`config.mk`:
```
export PLATFORM = sky130hd
export DESIGN_NAME = bist_ctrl_flat
export DESIGN_NICKNAME = d
export VERILOG_FILES = /design/src/rtl/bist_defs.sv /design/src/rtl/bist_ctrl_if.sv /design/src/rtl/bist_pat_cnt.sv /design/src/rtl/bist_ctrl.sv /design/src/flat_wrapper.sv
export SDC_FILE = /design/constraint.sdc
export NUM_CORES = 1
export LEC_CHECK = 0
export ABC_AREA = 1
export CORE_MARGIN = 2
export CORE_UTILIZATION = 47
export CTS_CLUSTER_DIAMETER = 200
export CTS_CLUSTER_SIZE = 40
export DETAILED_ROUTE_END_ITERATION = 10
export PLACE_DENSITY_LB_ADDON = 0.12
export SYNTH_ARGS = -nofsm -noshare
export SYNTH_HDL_FRONTEND = slang
export SYNTH_HIERARCHICAL = 1
export SYNTH_SLANG_ARGS = --single-unit
```
`constraint.sdc`:
```
create_clock -name clk -period 1.7 [get_ports clk]
set_clock_uncertainty 0.1 [all_clocks]
set_input_delay 0.17 -clock clk [delete_from_list [all_inputs] [get_ports clk]]
set_output_delay 0.17 -clock clk [all_outputs]
set_load 0.02 [all_outputs]
```
`src/rtl/bist_defs.sv`:
```
// ============================================================================
// Module   : bist_defs
// Purpose  : Shared state encodings and default sizes for the BIST sequencer.
// Revision : 1.0 - initial release
// ============================================================================
`default_nettype none

package bist_defs;

  typedef enum logic [2:0] {
    ST_IDLE = 3'd0,
    ST_INIT = 3'd1,
    ST_RUN  = 3'd2,
    ST_CMP  = 3'd3,
    ST_DONE = 3'd4
  } bist_state_e;

  localparam int unsigned C_SIG_W  = 4;
  localparam int unsigned C_LFSR_W = 5;
  localparam int unsigned C_N_PAT  = 31;
  localparam int unsigned C_CNT_W  = 5;
  localparam int unsigned C_FCNT_W = 4;

endpackage

`default_nettype wire

```
`src/rtl/bist_ctrl_if.sv`:
```
// ============================================================================
// Module   : bist_ctrl_if
// Purpose  : Control/status bundle between the BIST sequencer and the TPG/SISR
//            pair. Optional macro: BIST_SIG_CAPTURE_EN adds sig_cap.
// Revision : 1.0 - initial release
// ============================================================================
`default_nettype none

interface bist_ctrl_if
  import bist_defs::*;
#(
  parameter int unsigned SIG_W  = C_SIG_W,
  parameter int unsigned FCNT_W = C_FCNT_W
);

  logic              start;
  logic              abort;
  logic [SIG_W-1:0]  golden;
  logic [SIG_W-1:0]  sig;
  logic              tpg_ld;
  logic              sisr_clr;
  logic              tpg_en;
  logic              sisr_en;
  logic              busy;
  logic              done;
  logic              pass;
  logic [FCNT_W-1:0] fail_cnt;
`ifdef BIST_SIG_CAPTURE_EN
  logic [SIG_W-1:0]  sig_cap;
`endif

  modport master (
    input  start, abort, golden, sig,
    output tpg_ld, sisr_clr, tpg_en, sisr_en, busy, done, pass, fail_cnt
`ifdef BIST_SIG_CAPTURE_EN
    , output sig_cap
`endif
  );

  modport slave (
    output start, abort, golden, sig,
    input  tpg_ld, sisr_clr, tpg_en, sisr_en, busy, done, pass, fail_cnt
`ifdef BIST_SIG_CAPTURE_EN
    , input sig_cap
`endif
  );

endinterface

`default_nettype wire

```
`src/rtl/bist_pat_cnt.sv`:
```
// ============================================================================
// Module   : bist_pat_cnt
// Purpose  : Pattern counter with clear, enable and terminal-count flag.
// Revision : 1.0 - initial release
// ============================================================================
`default_nettype none

module bist_pat_cnt #(
  parameter int unsigned CNT_W = 5,
  parameter int unsigned N_PAT = 31
) (
  input  logic clk,
  input  logic rst_b,
  input  logic clr,
  input  logic en,
  output logic tc
);

  localparam logic [CNT_W-1:0] C_LAST = CNT_W'(N_PAT - 1);

  logic [CNT_W-1:0] r_cnt;

  // Holding at the terminal count keeps the counter from ever wrapping.
  always_ff @(posedge clk or negedge rst_b) begin
    if (!rst_b) begin
      r_cnt <= '0;
    end else if (clr) begin
      r_cnt <= '0;
    end else if (en && !tc) begin
      r_cnt <= r_cnt + 1'b1;
    end
  end

  assign tc = (r_cnt == C_LAST);

endmodule

`default_nettype wire

```
`src/rtl/bist_ctrl.sv`:
```
// ============================================================================
// Module   : bist_ctrl
// Purpose  : One-session BIST sequencer: seed, run N_PAT patterns, compare the
//            signature. Optional macro: BIST_SIG_CAPTURE_EN (sig_cap register).
// Revision : 1.0 - initial release
// ============================================================================
`default_nettype none

module bist_ctrl
  import bist_defs::*;
#(
  parameter int unsigned N_PAT  = C_N_PAT,
  parameter int unsigned CNT_W  = C_CNT_W,
  parameter int unsigned SIG_W  = C_SIG_W,
  parameter int unsigned FCNT_W = C_FCNT_W
) (
  input  logic        clk,
  input  logic        rst_b,
  bist_ctrl_if.master bus
);

  bist_state_e       r_state;
  bist_state_e       w_next;
  logic              w_tpg_ld;
  logic              w_sisr_clr;
  logic              w_run;
  logic              w_busy;
  logic              w_done;
  logic              w_tc;
  logic              w_cmp_commit;
  logic              w_sig_match;
  logic [SIG_W-1:0]  w_sig;
  logic              r_pass;
  logic [FCNT_W-1:0] r_fail_cnt;

  bist_pat_cnt #(
    .CNT_W (CNT_W),
    .N_PAT (N_PAT)
  ) u_pat_cnt (
    .clk   (clk),
    .rst_b (rst_b),
    .clr   (w_tpg_ld),
    .en    (w_run),
    .tc    (w_tc)
  );

  always_ff @(posedge clk or negedge rst_b) begin
    if (!rst_b) begin
      r_state <= ST_IDLE;
    end else begin
      r_state <= w_next;
    end
  end

  // abort outranks start everywhere; start is only honoured in IDLE and DONE.
  always_comb begin
    w_next     = r_state;
    w_tpg_ld   = 1'b0;
    w_sisr_clr = 1'b0;
    w_run      = 1'b0;
    w_busy     = 1'b0;
    w_done     = 1'b0;
    case (r_state)
      ST_IDLE: begin
        if (bus.start && !bus.abort) w_next = ST_INIT;
      end
      ST_INIT: begin
        w_tpg_ld   = 1'b1;
        w_sisr_clr = 1'b1;
        w_busy     = 1'b1;
        w_next     = bus.abort ? ST_IDLE : ST_RUN;
      end
      ST_RUN: begin
        w_run  = 1'b1;
        w_busy = 1'b1;
        if (bus.abort)  w_next = ST_IDLE;
        else if (w_tc)  w_next = ST_CMP;
      end
      ST_CMP: begin
        w_busy = 1'b1;
        w_next = bus.abort ? ST_IDLE : ST_DONE;
      end
      ST_DONE: begin
        w_done = 1'b1;
        if (bus.abort)      w_next = ST_IDLE;
        else if (bus.start) w_next = ST_INIT;
      end
      default: w_next = ST_IDLE;
    endcase
  end

  assign w_sig        = bus.sig;
  assign w_sig_match  = (w_sig == bus.golden);
  assign w_cmp_commit = (r_state == ST_CMP) && !bus.abort;

  always_ff @(posedge clk or negedge rst_b) begin
    if (!rst_b) begin
      r_pass     <= 1'b0;
      r_fail_cnt <= '0;
    end else if (w_cmp_commit) begin
      r_pass <= w_sig_match;
      if (!w_sig_match && (r_fail_cnt != '1)) begin
        r_fail_cnt <= r_fail_cnt + 1'b1;
      end
    end
  end

`ifdef BIST_SIG_CAPTURE_EN
  logic [SIG_W-1:0] r_sig_cap;

  always_ff @(posedge clk or negedge rst_b) begin
    if (!rst_b) begin
      r_sig_cap <= '0;
    end else if (w_cmp_commit) begin
      r_sig_cap <= w_sig;
    end
  end

  assign bus.sig_cap = r_sig_cap;
`endif

  assign bus.tpg_ld   = w_tpg_ld;
  assign bus.sisr_clr = w_sisr_clr;
  assign bus.tpg_en   = w_run;
  assign bus.sisr_en  = w_run;
  assign bus.busy     = w_busy;
  assign bus.done     = w_done;
  assign bus.pass     = r_pass;
  assign bus.fail_cnt = r_fail_cnt;

endmodule

`default_nettype wire

```
`src/flat_wrapper.sv`:
```
// flat-port wrapper written by rule: the top's interface ports become plain ports
module bist_ctrl_flat import bist_defs::*;
#(
  parameter int unsigned N_PAT  = C_N_PAT,
  parameter int unsigned CNT_W  = C_CNT_W,
  parameter int unsigned SIG_W  = C_SIG_W,
  parameter int unsigned FCNT_W = C_FCNT_W
)
  (clk, rst_b, bus_start, bus_abort, bus_golden, bus_sig, bus_tpg_ld, bus_sisr_clr, bus_tpg_en, bus_sisr_en, bus_busy, bus_done, bus_pass, bus_fail_cnt);
  bist_ctrl_if #(.SIG_W(SIG_W), .FCNT_W(FCNT_W)) bus_i ();
  input  logic clk;
  input  logic rst_b;
  input wire logic [$bits(bus_i.start)-1:0] bus_start;
  input wire logic [$bits(bus_i.abort)-1:0] bus_abort;
  input wire logic [$bits(bus_i.golden)-1:0] bus_golden;
  input wire logic [$bits(bus_i.sig)-1:0] bus_sig;
  output wire logic [$bits(bus_i.tpg_ld)-1:0] bus_tpg_ld;
  output wire logic [$bits(bus_i.sisr_clr)-1:0] bus_sisr_clr;
  output wire logic [$bits(bus_i.tpg_en)-1:0] bus_tpg_en;
  output wire logic [$bits(bus_i.sisr_en)-1:0] bus_sisr_en;
  output wire logic [$bits(bus_i.busy)-1:0] bus_busy;
  output wire logic [$bits(bus_i.done)-1:0] bus_done;
  output wire logic [$bits(bus_i.pass)-1:0] bus_pass;
  output wire logic [$bits(bus_i.fail_cnt)-1:0] bus_fail_cnt;
  assign bus_i.start = bus_start;
  assign bus_i.abort = bus_abort;
  assign bus_i.golden = bus_golden;
  assign bus_i.sig = bus_sig;
  assign bus_tpg_ld = bus_i.tpg_ld;
  assign bus_sisr_clr = bus_i.sisr_clr;
  assign bus_tpg_en = bus_i.tpg_en;
  assign bus_sisr_en = bus_i.sisr_en;
  assign bus_busy = bus_i.busy;
  assign bus_done = bus_i.done;
  assign bus_pass = bus_i.pass;
  assign bus_fail_cnt = bus_i.fail_cnt;
  bist_ctrl #(.N_PAT(N_PAT), .CNT_W(CNT_W), .SIG_W(SIG_W), .FCNT_W(FCNT_W)) u_core (.clk(clk), .rst_b(rst_b), .bus(bus_i));
endmodule
```
* Yosys cells after proc, flatten, opt, wreduce, memory -nomap -nowiden *
Cells that the tools add are included.

cells by class
  equal/unequal tests = 10
  mux-type cells = 14
  reduce and logical (&&, ||, !) cells = 12
  add/subtract/negate cells = 2

operators by type and width
  cell                                           number
  two-way mux 3 bit                              6
  one-hot mux 3 bit (5 select lines)             1
  two-way mux 5 bit                              2
  == test 3 x 2 -> 1 bit, second input constant  2
  != test 3 bit, second input constant           2
  adder 5 x 1 -> 5 bit, second input constant    1
  == test 5 bit, second input constant           1
  adder 4 x 1 -> 4 bit, second input constant    1
  == test 4 bit                                  1
  logical AND 1 bit                              4
  two-way mux 1 bit                              4
  != test 4 bit, second input constant           1
  == test 3 x 1 -> 1 bit, second input constant  1
  == test 3 bit, second input constant           1
  logical NOT 1 bit                              3
  logical NOT 3 bit                              1
  AND reduction 3 bit                            1
  OR reduction 3 bit                             1
  two-way mux 2 bit                              1
  != test 2 x 1 -> 1 bit, second input constant  1
  AND reduction 2 bit                            1
  nonzero test 2 bit                             1

storage, ports and cells
  logic and storage cells = 42
  bits of input ports = 12
  output and inout port bits = 11
  register bits after elaboration = 13

* Logic depth before layout (Yosys ltp) *
  depth after elaboration = 5
  gate-level depth with buffers = 8

* Hierarchy *
The synthesis kept the hierarchy.

modules (own cells, without submodules)
  module        times used  area an instance (µm²)  cells each  seq. area each (µm²)
  bist_ctrl     1           549.3                   80          200.2
  bist_pat_cnt  1           304.0                   41          125.1

* Worst setup path before layout *
No wires, ideal clock.

  kind = register to register
  start point = register u_core.r_state[2]
  end point = register u_core.u_pat_cnt.r_cnt[3]
  arrival = 1.562 ns
  slack = -0.082 ns
  required time = 1.481 ns
  cell stages (with the launch flop) = 5
  clock period less this slack = 1.782 ns
  setup time = 0.119 ns
  buffers on the path = 0
  cell sequence = dfrtp_1 > nor3_1 > inv_1 > nand4_1 > nand2_1

on the way
  elaborated cells on any way between the ends = 7
  those cells by class = eq/ne: 2; mux: 3; reduce/logical: 2

RTL lines
  element                                                  line                RTL
  from (decl)                                              bist_ctrl.sv:22     bist_state_e r_state;
  from (signal assigned)                                   bist_ctrl.sv:51     r_state <= w_next;
  == test 3 x 1 -> 1 bit *                                 -
  two-way mux 1 bit *                                      -
  via bus_sisr_clr                                         flat_wrapper.sv:18  output wire logic [$bits(bus_i.sisr_clr)-1:0] bus_sisr_clr;
  two-way mux 5 bit or nonzero test 2 bit (tied branches)  -
  to (signal assigned)                                     bist_pat_cnt.sv:30  r_cnt <= r_cnt + 1'b1;
  to (decl)                                                bist_pat_cnt.sv:21  logic [CNT_W-1:0] r_cnt;

Mark *: on every way through the listed nets, which the timed path passes. The rest lies on a longest branch.
A chain may end at the register's enable or synchronous reset.

* Worst setup path after layout *
  start point = register u_core.r_state[2]
  end point = output port bus_tpg_en

on the way
  cells in the longest elaborated chain, start to end = 2

ends and longest elaborated chain
  element                 line                RTL
  == test 3 x 2 -> 1 bit  bist_ctrl.sv:63     case (r_state)
  two-way mux 1 bit       bist_ctrl.sv:63
  to (decl)               flat_wrapper.sv:19  output wire logic [$bits(bus_i.tpg_en)-1:0] bus_tpg_en;

No other way between the ends.

==> results_tabular.tex <==
\begin{tabular}{lr}
\hline
Metric & Value \\
\hline
\multicolumn{2}{l}{\textbf{Layout}} \\
\quad Sequential cell area & 325 µm² \\
\quad Fill cells & 156 \\
\quad Finished Cell Area & around 1100 µm² \\
\quad NumNets Final & 165 \\
\quad Post-layout instance count excluding filler cells & 174 \\
\quad Area growth from synthesis to layout & 34.5\% \\
\quad Diodes inserted & 0 \\
\quad Post-Route Utilization & 67.2\% \\
\quad Area of the multi-input gates & between 400 and 500 µm² \\
\quad Fraction of final layout cells with drive strength greater than 1 & 10.1\% \\
\multicolumn{2}{l}{\textbf{Clock tree}} \\
\quad Maximum level of the CTS H-tree & 1 \\
\quad Hold-fix buffers, CTS & 0 \\
\quad TritonCTS clock tree & done \\
\quad Longest Clk Path Bufs & 2 \\
\quad Clk sink count & 13 \\
\quad Root Driver & clkbuf\_4 \\
\quad CTS Buf Count & 3 \\
\quad Clock slew seen by the registers of the worst setup and hold paths & 80 ps \\
\quad Clock latency reported for the late side of the worst-skew pair & 270 ps \\
\multicolumn{2}{l}{\textbf{Setup path}} \\
\quad Crit path buffers/inverters & 3 \\
\quad Longest individual stage delay on the worst path & 420 ps \\
\quad Critical path data arrival time & 1360 ps \\
\quad Terminus of the critical flop-to-flop path & u\_core/u\_pat\_cnt/r\_cnt[0] \\
\quad Critical path start-end classification & reg2out \\
\quad Critical R2R Launch & u\_core/r\_state[2] \\
\quad Highest-delay cell along the critical path & dfrtp\_1 \\
\quad Largest delay contributor family on the critical path & buffers and inverters \\
\quad Reg2Reg Depth & 8 \\
\quad Sequence of cells on the critical path & inv\_1, nand3\_1, inv\_1, dlygate4sd2\_1 \\
\quad Critical path capture point type & output port \\
\quad Critical Path Most Common Cell & inv\_1 \\
\quad Type of origin of the critical path & flip-flop \\
\quad Required time of the critical path & 1430 ps \\
\quad Biggest fanout along the worst timing path & 4 \\
\quad Worst reg2reg setup slack & 210 ps \\
\multicolumn{2}{l}{\textbf{Run}} \\
\quad Max-capacitance violation count & 0 \\
\multicolumn{2}{l}{\textbf{Floorplanning}} \\
\quad Die X & 46.6 µm \\
\quad Initial cell density of the core & 50.0\% \\
\quad I/O Pins & 23 \\
\quad Area of the die & 2170 µm² \\
\quad Area of the core & 1710 µm² \\
\quad Die outline height & roughly 47 µm \\
\quad Num rows & 15 \\
\multicolumn{2}{l}{\textbf{Synthesis}} \\
\quad Most instantiated flip-flop cell in the synthesis netlist & dfrtp\_1 \\
\quad Synthesized area per cell & 7.05 µm² \\
\quad Post-synthesis cell count & 121 \\
\quad Part of the Yosys area used for sequential elements & 38.1\% \\
\quad Synth top area cells & dfrtp\_1, nand2\_1, inv\_1, nand4\_1, nor2\_1 \\
\quad Dominant cell by count in the synthesized netlist & nand2\_1 \\
\quad Synthesis warning total & 6 \\
\quad Yosys top cell by area & dfrtp\_1 \\
\quad Number of flops mapped to enable cells by yosys & 0 \\
\quad FFs w/ async S/R, synth & between 90\% and 100\% \\
\quad Synth top cells by count & nand2\_1, inv\_1, dfrtp\_1, nor2\_1, nand4\_1 \\
\quad Mapped cell area & 853 µm² \\
\quad Synthesized flop and latch total & 13 \\
\quad Fraction of post-synthesis cell area in the top cell type by area & 38.1\% \\
\quad Unique cell type count in the Yosys netlist & 19 \\
\quad Syn Nets & 136 \\
\multicolumn{2}{l}{\textbf{Power and ir drop}} \\
\quad Worst IR Drop VDD & 0.748 mV \\
\quad Total leakage power & between 0.6 and 0.7 nW \\
\quad Power spent charging and discharging nets & 622 µW \\
\quad Share of total power in the clock network & between 10 and 15\% \\
\quad Switching share of total power & between 40\% and 50\% \\
\quad PwrDens & 1220 nW/µm² \\
\quad P\_int & between 700 and 800 µW \\
\quad Share of power burned in registers & between 30\% and 40\% \\
\quad Fraction of power consumed by combinational cells & 50.6\% \\
\multicolumn{2}{l}{\textbf{Drt}} \\
\quad Routed via count & 843 \\
\quad Number of routed nets with antenna violations & 0 \\
\quad First-pass iteration count of the detailed router & 4 \\
\quad Number of design rule violations left after detail routing & 0 \\
\quad Detailed-route wire length & 1760 µm \\
\quad Via-per-instance ratio & 4.84 \\
\quad Count of routing violations after the opening detailed-route iteration & 27 \\
\quad Routed WL per cell & 10.1 µm \\
\multicolumn{2}{l}{\textbf{Timing}} \\
\quad Tightest Pin Transition & 337 ps \\
\quad Post-route clock period utilization & a little over nine tenths \\
\quad Count of endpoints failing hold in the final timing report & 0 \\
\quad Maximum operating frequency & 612 MHz \\
\quad Pins Over Slew Limit & 0 \\
\quad Slew Limit Headroom & 77.5\% \\
\quad Fin Setup TNS & 0 ps \\
\quad Final worst path period need & between 1500 and 2000 ps \\
\quad Setup repair after global routing missed its margin & yes \\
\quad Number of failing setup endpoints in the final timing report & 0 \\
\quad Worst Slack Setup Final & 66.1 ps \\
\multicolumn{2}{l}{\textbf{Min path}} \\
\quad Type of the worst min-delay path & in2async \\
\multicolumn{2}{l}{\textbf{Placed design}} \\
\quad Worst setup timing slack at the placement stage & about 110 ps \\
\quad Final weighted congestion of routability-driven global placement & about 0.73 \\
\quad HPWL Detailed & between 1000 and 1500 µm \\
\quad Count of input and output buffers & 22 \\
\quad Total cell area at the placement stage & 1130 µm² \\
\quad Post-Place Cells & 170 \\
\multicolumn{2}{l}{\textbf{Run status}} \\
\quad Run status & completed \\
\multicolumn{2}{l}{\textbf{Global route}} \\
\quad Initial antenna violation count & 0 \\
\quad Total grt overflow & 0 \\
\quad Overall Global Routing Usage & 19.4\% \\
\quad Pin count of the biggest net entering global routing & 14 \\
\quad First-pass GRT wire length & roughly 3000 µm \\
\quad Vias in the first global route & 749 \\
\hline
\end{tabular}
==> state kept, by name (all words and copies together) (netlist names) <==
| name | count |
|---|---|
| u_core/bus.pass | 1 |
| u_core/bus.fail_cnt | 4 |
| u_core/u_pat_cnt/r_cnt | 5 |
| u_core/r_state | 3 |
==> how the worst max path moves through the flow <==
stage                                 to                   start  cells past startpoint
3_3_place_gp                    bus_done       u_core/r_state[1]                      2
4_1_cts                  bus_fail_cnt[2]  u_core/bus.fail_cnt[2]                      1
2_1_floorplan  u_core/u_pat_cnt/r_cnt[3]       u_core/r_state[2]                      8
3_5_place_dp                    bus_done       u_core/r_state[1]                      2
6_report                      bus_tpg_en       u_core/r_state[2]                      4
5_1_grt                      bus_sisr_en       u_core/r_state[0]                      4
==> placed cells by master (no fill, tap or decap) <==
cell type | Yosys | layout
nand2_1 | 40 | 40
inv_1 | 21 | 21
clkdlybuf4s50_1 | 0 | 14
dfrtp_1 | 13 | 13
nor2_1 | 11 | 11
nand4_1 | 9 | 9
nand3_1 | 7 | 7
dlygate4sd2_1 | 0 | 5
buf_4 | 2 | 5
clkbuf_4 | 0 | 3
ha_1 | 3 | 3
dlymetal6s2s_1 | 0 | 2
a21oi_1 | 2 | 2
xor2_1 | 2 | 2
nor2_2 | 2 | 2
clkbuf_1 | 0 | 1
clkbuf_2 | 0 | 1
nor3_1 | 2 | 1
nor3_2 | 0 | 1
nand2_2 | 1 | 1
nor3_4 | 1 | 1
a31o_1 | 1 | 1
nand3_4 | 1 | 1
o21ai_1 | 1 | 1
o21ai_0 | 1 | 1
==> cell families after synthesis <==
logic type | Yosys count | synth area share, %
compound gates | 5 | 3.37
fa+ha+maj | 3 | 4.40
simple gates | 74 | 40.5
buf+inv | 24 | 11.6
flops | 13 | 38.1
xor+xnor | 2 | 2.05
==> metal layers <==
metal / GRT usage, % / wire (µm)
met2: 31.7 / 870
met4: 5.00 / 10
met5: 0 / 0
met1: 24.9 / 805
met3: 5.88 / 74
==> timing repair <==
item | CTS | global route
resized for setup | 6 | 5
setup endpoints to repair | 6 | 5
setup buffers | 0 | 0
==> through the flow <==
step	hold WS, ps	power [mW]
after floorplan	-226	0.954
after global placement	398	1.25
after detailed placement	395	1.26
after CTS	94.8	1.41
after global routing	96.4	1.52
final	94.5	1.40
==> power groups by stage <==
stage / sequential [mW] / clock, mW / combinational [mW]
floorplan: 0.532 / 0 / 0.422
global placement: 0.500 / 0 / 0.747
detailed placement: 0.504 / 0 / 0.760
CTS: 0.500 / 0.197 / 0.716
global route: 0.517 / 0.221 / 0.784
finish: 0.500 / 0.191 / 0.708
==> area by class of cell <==
cell class	count	share of cell area, %
timing repair buffer	27	21.9
sequential	13	28.4
tap	25	2.73
inverter	21	6.87
clock buffer	4	2.29
multi-input combinational	84	37.8
No activity file was read; power rests on OpenSTA's default activity.
==> patch: new RTL, same flow settings <==
Set the package constant `C_FCNT_W` to 3 (it was 4).
--- a/src/rtl/bist_defs.sv
+++ b/src/rtl/bist_defs.sv
@@ -19,7 +19,7 @@
   localparam int unsigned C_LFSR_W = 5;
   localparam int unsigned C_N_PAT  = 31;
   localparam int unsigned C_CNT_W  = 5;
-  localparam int unsigned C_FCNT_W = 4;
+  localparam int unsigned C_FCNT_W = 3;
 
 endpackage
 
Interface: changed (resized bus_fail_cnt); port bits go from 23 to 22. The function was not compared with the original's and may differ.
==> patch against the original RTL <==
  * Power shrank 1.3%
  * Critical endpoint unchanged
  * Design area shrank 11%
  * Highest routed layer unchanged
  * Routed wire length shrank 14%
  * Sequential cell count shrank 1
  * Setup slack gained 0.026 ns
  * Clock power grew 18%
  * Area after synthesis shrank 8.4%
  * Critical path depth grew 1
==> patch: results (changes against the original RTL) <==
* Status: complete, no violations
* Met2 wire len at 667 um (-23%)
* Met3 wire length at 71 um (-4.1%)
* Clock-pin slew on the worst setup and hold paths at 0.08 ns (about the same)
* Bufs w/o clock at 22 (-19%)
* First-pass GRT wire length at 2700 um (-10%)
* Largest net degree at the start of global routing at 13 (-1)
* CLK BUF at 4 (unchanged)
* Max incr delay on CP at 0.41 ns
* Post-synthesis async set-or-reset flop share at 1.00 (unchanged)
* Initial antenna violation count at 0 (unchanged)
* Fraction of cell area in non-clock buffers at 0.202 (-0.0168)
* Post-DP HPWL at 1230 um (-12%)
* Area after DPL at 1000 sq um (-11%)
* PD cells at 1350 nW/um^2 (+10%)
* Synth top cells by count: 39 x nand2_1, 18 x inv_1, 12 x dfrtp_1, 12 x nor2_1, 7 x nand4_1
* Worst setup startpoint: u_core/r_state[1]
* Initial detailed-routing violation count at 21 (-22%)
* Met1 wire length at 771 um (-4.2%)
* Maximum VDD drop at 0.000988 V (+32%)
* Crit-path max FO at 5 (+1)
* Total CTS buffers at 3 (unchanged)
* FFs & Latches at 12 (-1)
* Critical path arrival at 1.34 ns (-0.02 ns)
* Layout cells sized above 1 at 0.0889 (-0.0118)
* Routed vias/inst at 4.87 (+0.61%)
* Area contributors post-synth: dfrtp_1 38%, nand2_1 19%, inv_1 8.6%
* Hold crit path type: in -> async
* Layout filler cell count at 146 (-6.4%)
* ClkCell Share at 0.0354 (+0.0125)
* I/O Buffers at 21 (-4.5%)
* GRT Total Usage at 0.186 (-0.00804)
* P_leak at 0.000575 uW (-12%)
* Max reg flops at 5 (unchanged)
* Synth unique cells at 18 (-1)
* Sequential element share of the synthesized area at 0.384 (+0.00277)
* Crit-path leading delay family: buffers and inverters
* Routed WL per cell at 10.1 um (-0.47%)
* Inverters at 20 (-4.8%)
* Syn nets at 128 (-5.9%)
* Antenna fix cells at 0 (unchanged)
* Number of multi-input logic gates at 77 (-8.3%)
* Slew headroom at 0.624 (-0.150)
* Seq area share at 0.293 (+0.00915)
* GP Congestion at 0.829 (+13%)
* Cell Rows at 14 (-1)
* Cell count after synthesis at 112 (-7.4%)
* Vias in the first global route at 644 (-14%)
* Layout Cells excl Fill at 151 (-13%)
* H-tree levels at 1 (unchanged)
* Area of the multi-input gates at 387 sq um (-11%)
* Pre-antenna DRT Iters at 4 (unchanged)
* Pre-CTS setup slack at 0.0791 ns (-0.0333 ns)
==> patch: cell count changes in the layout (fill, tap and decap cells not counted), moves of 2 or more <==
cell            before  now
dlymetal6s2s_1       2    0
nand4_1              9    7
nand3_1              7    4
inv_1               21   18
inv_2                0    2
buf_4                5    1
==> patch: worst register-to-register path, stage by stage, from the launching register on <==
cell	delay [ns]
dfrtp_1	0.41
inv_2	0.07
nor2_1	0.10
nand2_1	0.06
inv_1	0.12
inv_1	0.07
nor2_2	0.26
nor2_2	0.10
nand2_1	0.07
nand2_1	0.05
==> patch: path summary, 6_finish.rpt <==
| path | endpoint | slack (ns) | depth (start not counted) |
|---|---|---|---|
| max in group asynchronous | u_core/bus.fail_cnt[2] | 0.97 | 1 |
| min in group clk | u_core/bus.fail_cnt[2] | 0.41 | 2 |
| setup reg to reg | u_core/u_pat_cnt/r_cnt[3] | 0.20 | 9 |
| setup / recovery | bus_tpg_en | 0.09 | 5 |
| hold reg to reg | u_core/bus.fail_cnt[2] | 0.41 | 2 |
| hold / removal | u_core/bus.fail_cnt[1] | 0.16 | 1 |
==> patch: routing by layer <==
| layer | vias to the layer above | global-route usage |
|---|---|---|
| li1 | 395 | - |
| met1 | 323 | 0.239 |
| met2 | 16 | 0.301 |
| met3 | 2 | 0.0360 |
| met4 | 0 | 0.0882 |
| met5 | - | 0 |
==> patch: logic make-up after synthesis <==
logic type / share of synthesized area
and+or+nand+nor: 0.382
adders and majority gates: 0.0640
AOI/OAI and AO/OA: 0.0368
buffers and inverters: 0.122
DFF: 0.384
xor gates and xnor gates: 0.0112
==> patch: repair_timing <==
item,CTS,global route
hold endpoints to repair,0,0
endpoints found under the setup margin,6,2
resized for setup,6,3
cloned,0,0
==> patch: report_power, final <==
group          internal, uW  switching [uW]
clock network           130            94.7
registers               370            82.2
logic                   284             420
